`src/rtl/reduce_egress_pkg.sv`:
```
// Shared reduction-network definitions: flit field layout,
// egress route encodings and the per-dimension torus hop helper.
package reduce_egress_pkg;

  localparam int ValidBitPos = 81;
  localparam int DstXPos     = 72;
  localparam int DstYPos     = 75;
  localparam int DstZPos     = 78;
  localparam int CoordW      = 3;
  localparam int DirW        = 3;

  typedef enum logic [DirW-1:0] {
    DIR_LOCAL = 3'd0,
    DIR_XP    = 3'd1,
    DIR_XM    = 3'd2,
    DIR_YP    = 3'd3,
    DIR_YM    = 3'd4,
    DIR_ZP    = 3'd5,
    DIR_ZM    = 3'd6
  } dir_e;

  typedef enum logic {
    ST_IDLE = 1'b0,
    ST_SEND = 1'b1
  } state_e;

  typedef enum logic [1:0] {
    HOP_NONE  = 2'd0,
    HOP_PLUS  = 2'd1,
    HOP_MINUS = 2'd2
  } hop_e;

  // Coordinate subtraction wraps natively at the ring size;
  // the halfway distance is sent the plus way.
  function automatic hop_e hop_dir(
    input logic [CoordW-1:0] dst,
    input logic [CoordW-1:0] rank,
    input logic [CoordW-1:0] half
  );
    logic [CoordW-1:0] d;
    hop_e              h;
    d = dst - rank;
    if (d == '0) begin
      h = HOP_NONE;
    end else if (d <= half) begin
      h = HOP_PLUS;
    end else begin
      h = HOP_MINUS;
    end
    return h;
  endfunction

endpackage

```
`src/rtl/reduce_egress_fifo.sv`:
```
// Egress flit buffer: circular storage with registered
// occupancy; full/empty derive from the count.
module egress_fifo #(
  parameter int Width = 82,
  parameter int Depth = 4
) (
  input  logic             clk,
  input  logic             rst,
  input  logic             push_i,
  input  logic [Width-1:0] din_i,
  input  logic             pop_i,
  output logic [Width-1:0] dout_o,
  output logic             full_o,
  output logic             empty_o
);

  localparam int PtrW = (Depth > 1) ? $clog2(Depth) : 1;
  localparam int CntW = $clog2(Depth + 1);

  logic [Width-1:0] mem_q [Depth];
  logic [PtrW-1:0]  wptr_q;
  logic [PtrW-1:0]  rptr_q;
  logic [CntW-1:0]  cnt_q;
  logic [CntW-1:0]  cnt_d;

  always_comb begin
    cnt_d = cnt_q;
    unique case ({push_i, pop_i})
      2'b10:   cnt_d = cnt_q + 1'b1;
      2'b01:   cnt_d = cnt_q - 1'b1;
      default: cnt_d = cnt_q;
    endcase
  end

  always_ff @(posedge clk) begin
    if (rst) begin
      wptr_q <= '0;
      rptr_q <= '0;
      cnt_q  <= '0;
    end else begin
      if (push_i) wptr_q <= wptr_q + 1'b1;
      if (pop_i)  rptr_q <= rptr_q + 1'b1;
      cnt_q <= cnt_d;
    end
  end

  always_ff @(posedge clk) begin
    if (push_i) mem_q[wptr_q] <= din_i;
  end

  assign dout_o  = mem_q[rptr_q];
  assign full_o  = (cnt_q == CntW'(Depth));
  assign empty_o = (cnt_q == '0);

endmodule

```
`src/rtl/reduce_egress.sv`:
```
// Reduction egress: buffers completed flits, routes them
// dimension-ordered over the torus and drives the output link.
module reduce_egress
  import reduce_egress_pkg::*;
#(
  parameter int          FlitWidth = 82,
  parameter int          FifoDepth = 4,
  parameter logic [2:0]  rank_x    = 3'b0,
  parameter logic [2:0]  rank_y    = 3'b0,
  parameter logic [2:0]  rank_z    = 3'b0,
  parameter int          DimSize   = 8
) (
  input  logic                 clk,
  input  logic                 rst,
  input  logic                 done,
  input  logic [FlitWidth-1:0] Outpacket,
  input  logic                 out_ready,
  output logic                 out_valid,
  output logic [FlitWidth-1:0] out_flit,
  output logic [2:0]           out_dir,
  output logic                 buf_full,
  output logic                 drop_err,
  output logic [7:0]           drop_count
);

  localparam logic [CoordW-1:0] HalfDim = CoordW'(DimSize / 2);

  state_e               state_q, state_d;
  logic                 pop, push, push_req, drop;
  logic                 fifo_full, fifo_empty;
  logic [FlitWidth-1:0] head;
  dir_e                 route;
  logic [CoordW-1:0]    dx, dy, dz;
  hop_e                 hx, hy, hz;

  logic [FlitWidth-1:0] out_flit_q;
  logic [DirW-1:0]      out_dir_q;
  logic                 drop_err_q;
  logic [7:0]           drop_cnt_q, drop_cnt_d;

  // A pop frees a slot in the same cycle, so a full buffer
  // still takes a push while the head is leaving.
  assign push_req = done & Outpacket[ValidBitPos];
  assign push     = push_req & (~fifo_full | pop);
  assign drop     = push_req & fifo_full & ~pop;

  egress_fifo #(
    .Width (FlitWidth),
    .Depth (FifoDepth)
  ) u_fifo (
    .clk     (clk),
    .rst     (rst),
    .push_i  (push),
    .din_i   (Outpacket),
    .pop_i   (pop),
    .dout_o  (head),
    .full_o  (fifo_full),
    .empty_o (fifo_empty)
  );

  always_comb begin
    state_d = state_q;
    pop     = 1'b0;
    unique case (state_q)
      ST_IDLE: begin
        if (!fifo_empty) begin
          pop     = 1'b1;
          state_d = ST_SEND;
        end
      end
      ST_SEND: begin
        if (out_ready) begin
          pop     = ~fifo_empty;
          state_d = fifo_empty ? ST_IDLE : ST_SEND;
        end
      end
      default: state_d = ST_IDLE;
    endcase
  end

  always_comb begin
    dx    = head[DstXPos +: CoordW];
    dy    = head[DstYPos +: CoordW];
    dz    = head[DstZPos +: CoordW];
    hx    = hop_dir(dx, rank_x, HalfDim);
    hy    = hop_dir(dy, rank_y, HalfDim);
    hz    = hop_dir(dz, rank_z, HalfDim);
    route = DIR_LOCAL;
    if (hx != HOP_NONE) begin
      route = (hx == HOP_PLUS) ? DIR_XP : DIR_XM;
    end else if (hy != HOP_NONE) begin
      route = (hy == HOP_PLUS) ? DIR_YP : DIR_YM;
    end else if (hz != HOP_NONE) begin
      route = (hz == HOP_PLUS) ? DIR_ZP : DIR_ZM;
    end
  end

  always_comb begin
    drop_cnt_d = drop_cnt_q;
    if (drop && drop_cnt_q != 8'hFF) begin
      drop_cnt_d = drop_cnt_q + 8'd1;
    end
  end

  always_ff @(posedge clk) begin
    if (rst) begin
      state_q    <= ST_IDLE;
      out_flit_q <= '0;
      out_dir_q  <= '0;
      drop_err_q <= 1'b0;
      drop_cnt_q <= '0;
    end else begin
      state_q    <= state_d;
      drop_err_q <= drop;
      drop_cnt_q <= drop_cnt_d;
      if (pop) begin
        out_flit_q <= head;
        out_dir_q  <= route;
      end
    end
  end

  assign out_valid  = (state_q == ST_SEND);
  assign out_flit   = out_flit_q;
  assign out_dir    = out_dir_q;
  assign buf_full   = fifo_full;
  assign drop_err   = drop_err_q;
  assign drop_count = drop_cnt_q;

endmodule

```
`config.mk`:
```
export PLATFORM = sky130hd
export DESIGN_NAME = reduce_egress
export DESIGN_NICKNAME = d
export VERILOG_FILES = /design/src/rtl/reduce_egress_pkg.sv /design/src/rtl/reduce_egress_fifo.sv /design/src/rtl/reduce_egress.sv
export SDC_FILE = /design/constraint.sdc
export NUM_CORES = 1
export LEC_CHECK = 0
export BUFFER_PORTS_ARGS = -buffer_cell sky130_fd_sc_hd__buf_2
export CAP_MARGIN = 20
export CORE_UTILIZATION = 35
export DETAILED_ROUTE_END_ITERATION = 6
export SETUP_SLACK_MARGIN = 0.02
export SYNTH_ARGS = -nofsm -noshare
export SYNTH_HDL_FRONTEND = slang
export SYNTH_SLANG_ARGS = --single-unit
```
`constraint.sdc`:
```
create_clock -name clk -period 3.6 [get_ports clk]
set_input_delay 0.72 -clock clk [delete_from_list [all_inputs] [get_ports clk]]
set_output_delay 0.72 -clock clk [all_outputs]
set_load 0.02 [all_outputs]
```
Word-level counts from Yosys, hierarchy flattened
Memory sizes are Yosys's and may differ from the RTL's. A register that Yosys moved wholly into a read port is not among the register bits.
Cells that the tools add are included.
{"block": "word_totals", "reg_bits": 102, "out_inout_bits": 96, "inputBits": 86, "ram_bits": 328, "word_cells": 64, "n_memories": 1}
{"block": "classes", "mux": 22, "n_eq_ne": 7, "n_addsub": 5, "bitwise": 9, "n_reduce_logical": 9, "n_lt_le_gt_ge": 3}
{"memory": "u_fifo.mem_q", "depth": 4, "width": 82, "read_ports": 1, "rd_clocked_by_memory_dff": 1, "write_ports": 1, "line": "reduce_egress_fifo.sv:20", "source": "logic [Width-1:0] mem_q [Depth];"}
{"op": "2-bit two-way mux", "n": 10}
{"op": "3-bit zero test", "n": 4}
{"op": "3-bit two-way mux", "n": 4}
{"op": "3-bit <= comparator (second input constant)", "n": 3}
{"op": "8-bit by 1-bit adder with 8-bit output (second input constant)", "n": 1}
{"op": "2-bit by 1-bit equality test with 1-bit output (second input constant)", "n": 4}
{"op": "8-bit inequality test (second input constant)", "n": 1}
{"op": "2-bit nonzero test", "n": 4}
{"op": "3-bit case mux with 2 select lines", "n": 1}
{"op": "1-bit two-way mux", "n": 5}
{"op": "2-bit by 1-bit adder with 2-bit output (second input constant)", "n": 2}
{"op": "1-bit bitwise AND", "n": 4}
{"op": "1-bit inverter", "n": 4}
{"op": "1-bit case mux with 2 select lines", "n": 2}
{"op": "3-bit by 1-bit adder with 3-bit output (second input constant)", "n": 1}
{"op": "3-bit equality test (second input constant)", "n": 1}
{"op": "3-bit by 1-bit subtractor with 3-bit output (second input constant)", "n": 1}
{"op": "2-bit equality test (second input constant)", "n": 1}
{"op": "1-bit logical AND", "n": 1}
{"op": "1-bit OR", "n": 1}

Depth between registers and ports, before layout
{"block": "depth", "word_depth": 8, "depth_mapped": 10, "ltp_nobuf": 9}

Cells and area by module
A second synthesis with hierarchy kept.
{"block": "unflattened", "cells_unflattened": 919, "hier_area_um2": 15852.7}
{"mod": "egress_fifo", "seq_area_each_um2": 10029.6, "instances": 1, "area_per_inst_um2": 12349.3, "cells_each": 475}
{"mod": "reduce_egress", "seq_area_each_um2": 1901.8, "instances": 1, "area_per_inst_um2": 3503.4, "cells_each": 444}

Worst setup path before layout
Ideal clock, no wire load.
{"block": "synth_path", "kind": "in2reg", "from": "input port out_ready", "to": "memory u_fifo.mem_q[1][0], enable pin", "required_ps": 3151, "arrival_ps": 3275, "stages": 3, "path_slack_ps": -124, "n_path_buf": 0, "setup_ps": 449, "path_cell_list": "and2b_2 > a21oi_1 > and2_1"}
{"block": "synth_between", "elab_chain_len": 6}
{"element": "start: declaration", "line": "reduce_egress.sv:17", "source": "input logic out_ready,"}
{"element": "1-bit two-way mux", "line": "reduce_egress.sv:72", "source": "if (out_ready) begin"}
{"element": "1-bit case mux with 2 select lines", "line": "reduce_egress.sv:64", "source": "unique case (state_q)"}
{"element": "1-bit OR", "line": "reduce_egress.sv:44", "source": "assign push = push_req & (~fifo_full | pop);"}
{"element": "1-bit bitwise AND", "line": "reduce_egress.sv:44"}
{"element": "1-bit two-way mux", "line": "reduce_egress_fifo.sv:48", "source": "if (push_i) mem_q[wptr_q] <= din_i;"}
{"element": "1-bit two-way mux (not written as such)", "line": "reduce_egress_fifo.sv:48"}
{"element": "end: declaration", "line": "reduce_egress_fifo.sv:20"}
Every way passes these cells.

==> results.toml <==
[routing]
drt_wl_total_um = 34600
routedWlPerCell_um = 19.7
drc = 0
ant_nets = 0
via_per_inst = 4.84
drt_iter0_drc = 571
first_pass_iters = 5
num_vias = 8484
met2WireLength_um = 16300
wl_met1_um = 15900
dr.max_layer_used = "met5"
route.met3.wl_um = 1730

[die]
start_util_pct = 35.6
dieHeight_um = 215
core_area_mm2 = 0.0444
die_x_um = 215
die_area_mm2 = 0.0460
io_pins = 182
rows = 77

[timing]
timing.fmax_mhz = 408
finalSetupViolations = 0
relSlewSlack_pct = 30.0
timing.final.ws_setup_ns = 1.15
fin_skew_ns = 0.00964
rsz0062_at_grt = "no"
final_hold_viol_count = 0
fin_crit_sh_pct = 68.1
finalMaxSlewViolations = 0
tightest_slew_ns = 1.05
post-route-min-period_ns = 2.45
fin_tns_setup_ns = 0

[logic_synthesis]
yosys.area.top_type_share_pct = 62.3
yosys-top-cells-count = "328 x edfxtp_1, 174 x nand2_1, 104 x dfxtp_1, 94 x a21oi_1, 82 x mux4_2"
synthFlopType = "edfxtp_1"
ys_seq_elements = 432
syn_inst = 919
synthesis.area_mm2 = 0.0158
async_flop_share_pct = 0
ys_seq_area_share_pct = 75.5
ys_top_cells_by_area = "edfxtp_1 62%, dfxtp_1 13%, mux4_2 12%"
synth_nets = 1016
synth_warnings = 0
synth_most_common_cell = "edfxtp_1"
yosysTopAreaCell = "edfxtp_1"
synth_edf_count = 328
avgSynthCellArea_um2 = 17.2
ys_types = 40

[final_layout]
fin_cells = 1753
area.growth.synth_to_final_pct = 20.3
fillers = 3942
layout.nets = 1219
drive_above_1_share_pct = 32.3

[global_route]
antenna_found_initial = 8
grt_overflow = 0
grt_max_degree = 86
track_usage_pct = 15.1
grt_pass1_vias = 8479
grt_pass1_wl_um = 52600

[setup_path]
reg2reg_to = "out_dir[0]"
rr_worst_depth = 8
setup.worst_path.end_class = "flop"
crit_arrival_ns = 2.87
ff2ff_setup_slack_ns = 1.15
worst-setup-path-type = "flop to flop"
cp.required_ns = 4.02
crit_fanout = 30
start_kind = "flop"

[place]
io_buffers = 181
post-place-ws_ns = 0.874
placed_cells = 1665
dp_hpwl_um = 21100
finalWeightedCongestion = 0.719

[job]
cap_violations = 0

[clock_tree]
cts_tree = "done"
cts_sinks = 432
cts_made_buffers = 47
clockBufferDepth = 3
worst_skew_pair.late_latency_ns = 0.56
cts.reportedPaths.clkPinSlew_ns = 0.06
cts.repair.resized = 0
hold_buffers = 0
root_buffer = "clkbuf_16"
post_cts_buffers = 0
h-tree-depth = 2

[min_path]
hold_path_depth = 1
min_to = "u_fifo.mem_q[0][18]"
hold_class = "input port to flop"
hp-start = "Outpacket[18]"

[pwr]
ir_drop_mv = 0.826
cellLeakagePower_uw = 0.00661
powerDensity_mw_per_mm2 = 768

[run_status]
outcome = "completed"
==> critical path: stages, from the launching register on <==
cell	delay (ns)
dfxtp_4	0.75
mux4_2	0.62
or2_2	0.33
inv_1	0.07
ha_1	0.21
nand2_1	0.07
nand3_1	0.08
o211ai_1	0.09
a21oi_1	0.08
==> metrics by stage <==
stage                     hold WS, ns  instance area (µm²)  util, %  power, µW
final                           0.369                19000     42.8      14600
after global routing            0.347                19000     42.8      15300
after CTS                       0.332                19000     42.8      14800
after detailed placement        0.444                17500     39.3      10100
after global placement          0.440                17500     39.3      10000
after floorplan                 0.480                15800        -       8840
==> how the worst max path moves through the flow <==
| stage | slack, ns | startpoint | to |
|---|---|---|---|
| 2_1_floorplan | 0.76 | out_ready | u_fifo.mem_q[0][0] |
| 3_3_place_gp | 0.89 | out_ready | u_fifo.cnt_q[2] |
| 3_5_place_dp | 0.87 | out_ready | u_fifo.cnt_q[2] |
| 4_1_cts | 1.06 | flop | out_flit[59] |
| 5_1_grt | 0.91 | flop | out_flit[59] |
| 6_report | 1.15 | flop | out_dir[0] |
==> power breakdown <==
part | leakage, µW | total, µW | internal [µW] | switching, µW
clock network | 0.000756 | 4730 | 2830 | 1900
registers | 0.00383 | 6260 | 5900 | 362
logic | 0.00202 | 3620 | 1310 | 2320
==> registers in the layout, indices dropped and copies added, names as in the netlist, named ones only <==
signal         count
drop_count         8
drop_err           1
out_dir            3
out_flit          82
out_valid          1
u_fifo.cnt_q       3
u_fifo.mem_q     328
u_fifo.rptr_q      2
u_fifo.wptr_q      2
==> layout by cell type (no fill, tap or decap), types with 11 or more instances in the layout <==
master     Yosys  final
buf_2         14    180
a21oi_1       94     94
mux4_2        82     82
clkinv_2       0     11
clkbuf_16      0     49
buf_4          6     16
nand2_1      174    173
nor2_1        12     12
edfxtp_1     328    328
inv_1         12     12
dfxtp_1      104    102
==> cell families (layout without fill, tap and decap cells) <==
| kind of cell | Yosys count | count (layout) | share of synthesized area, % |
|---|---|---|---|
| simple gates | 218 | 218 | 5.88 |
| compound gates | 107 | 107 | 3.59 |
| buf+inv | 63 | 303 | 2.13 |
| flops | 432 | 432 | 75.5 |
| fa+ha+maj | 11 | 11 | 0.918 |
| other cells | 0 | 2 | 0 |
| xor+xnor | 5 | 5 | 0.277 |
| mux | 83 | 83 | 11.7 |
==> layer usage <==
layer	GRT usage, %	vias to the layer above
met2	23.7	197
met4	4.71	8
li1	-	3914
met5	0	-
met1	20.8	4311
met3	3.33	54
==> layout make-up <==
class | count | area [µm²] | share of cell area, %
inverter | 13 | 51.3 | 0.270
timing repair buffer | 204 | 1180 | 6.21
clock inverter | 21 | 193 | 1.01
tap | 592 | 741 | 3.89
antenna | 2 | 5.00 | 0.0263
clock buffer | 65 | 1350 | 7.08
multi-input combinational | 424 | 3560 | 18.7
sequential | 432 | 11900 | 62.8
No activity file was read; power rests on OpenSTA's default activity.
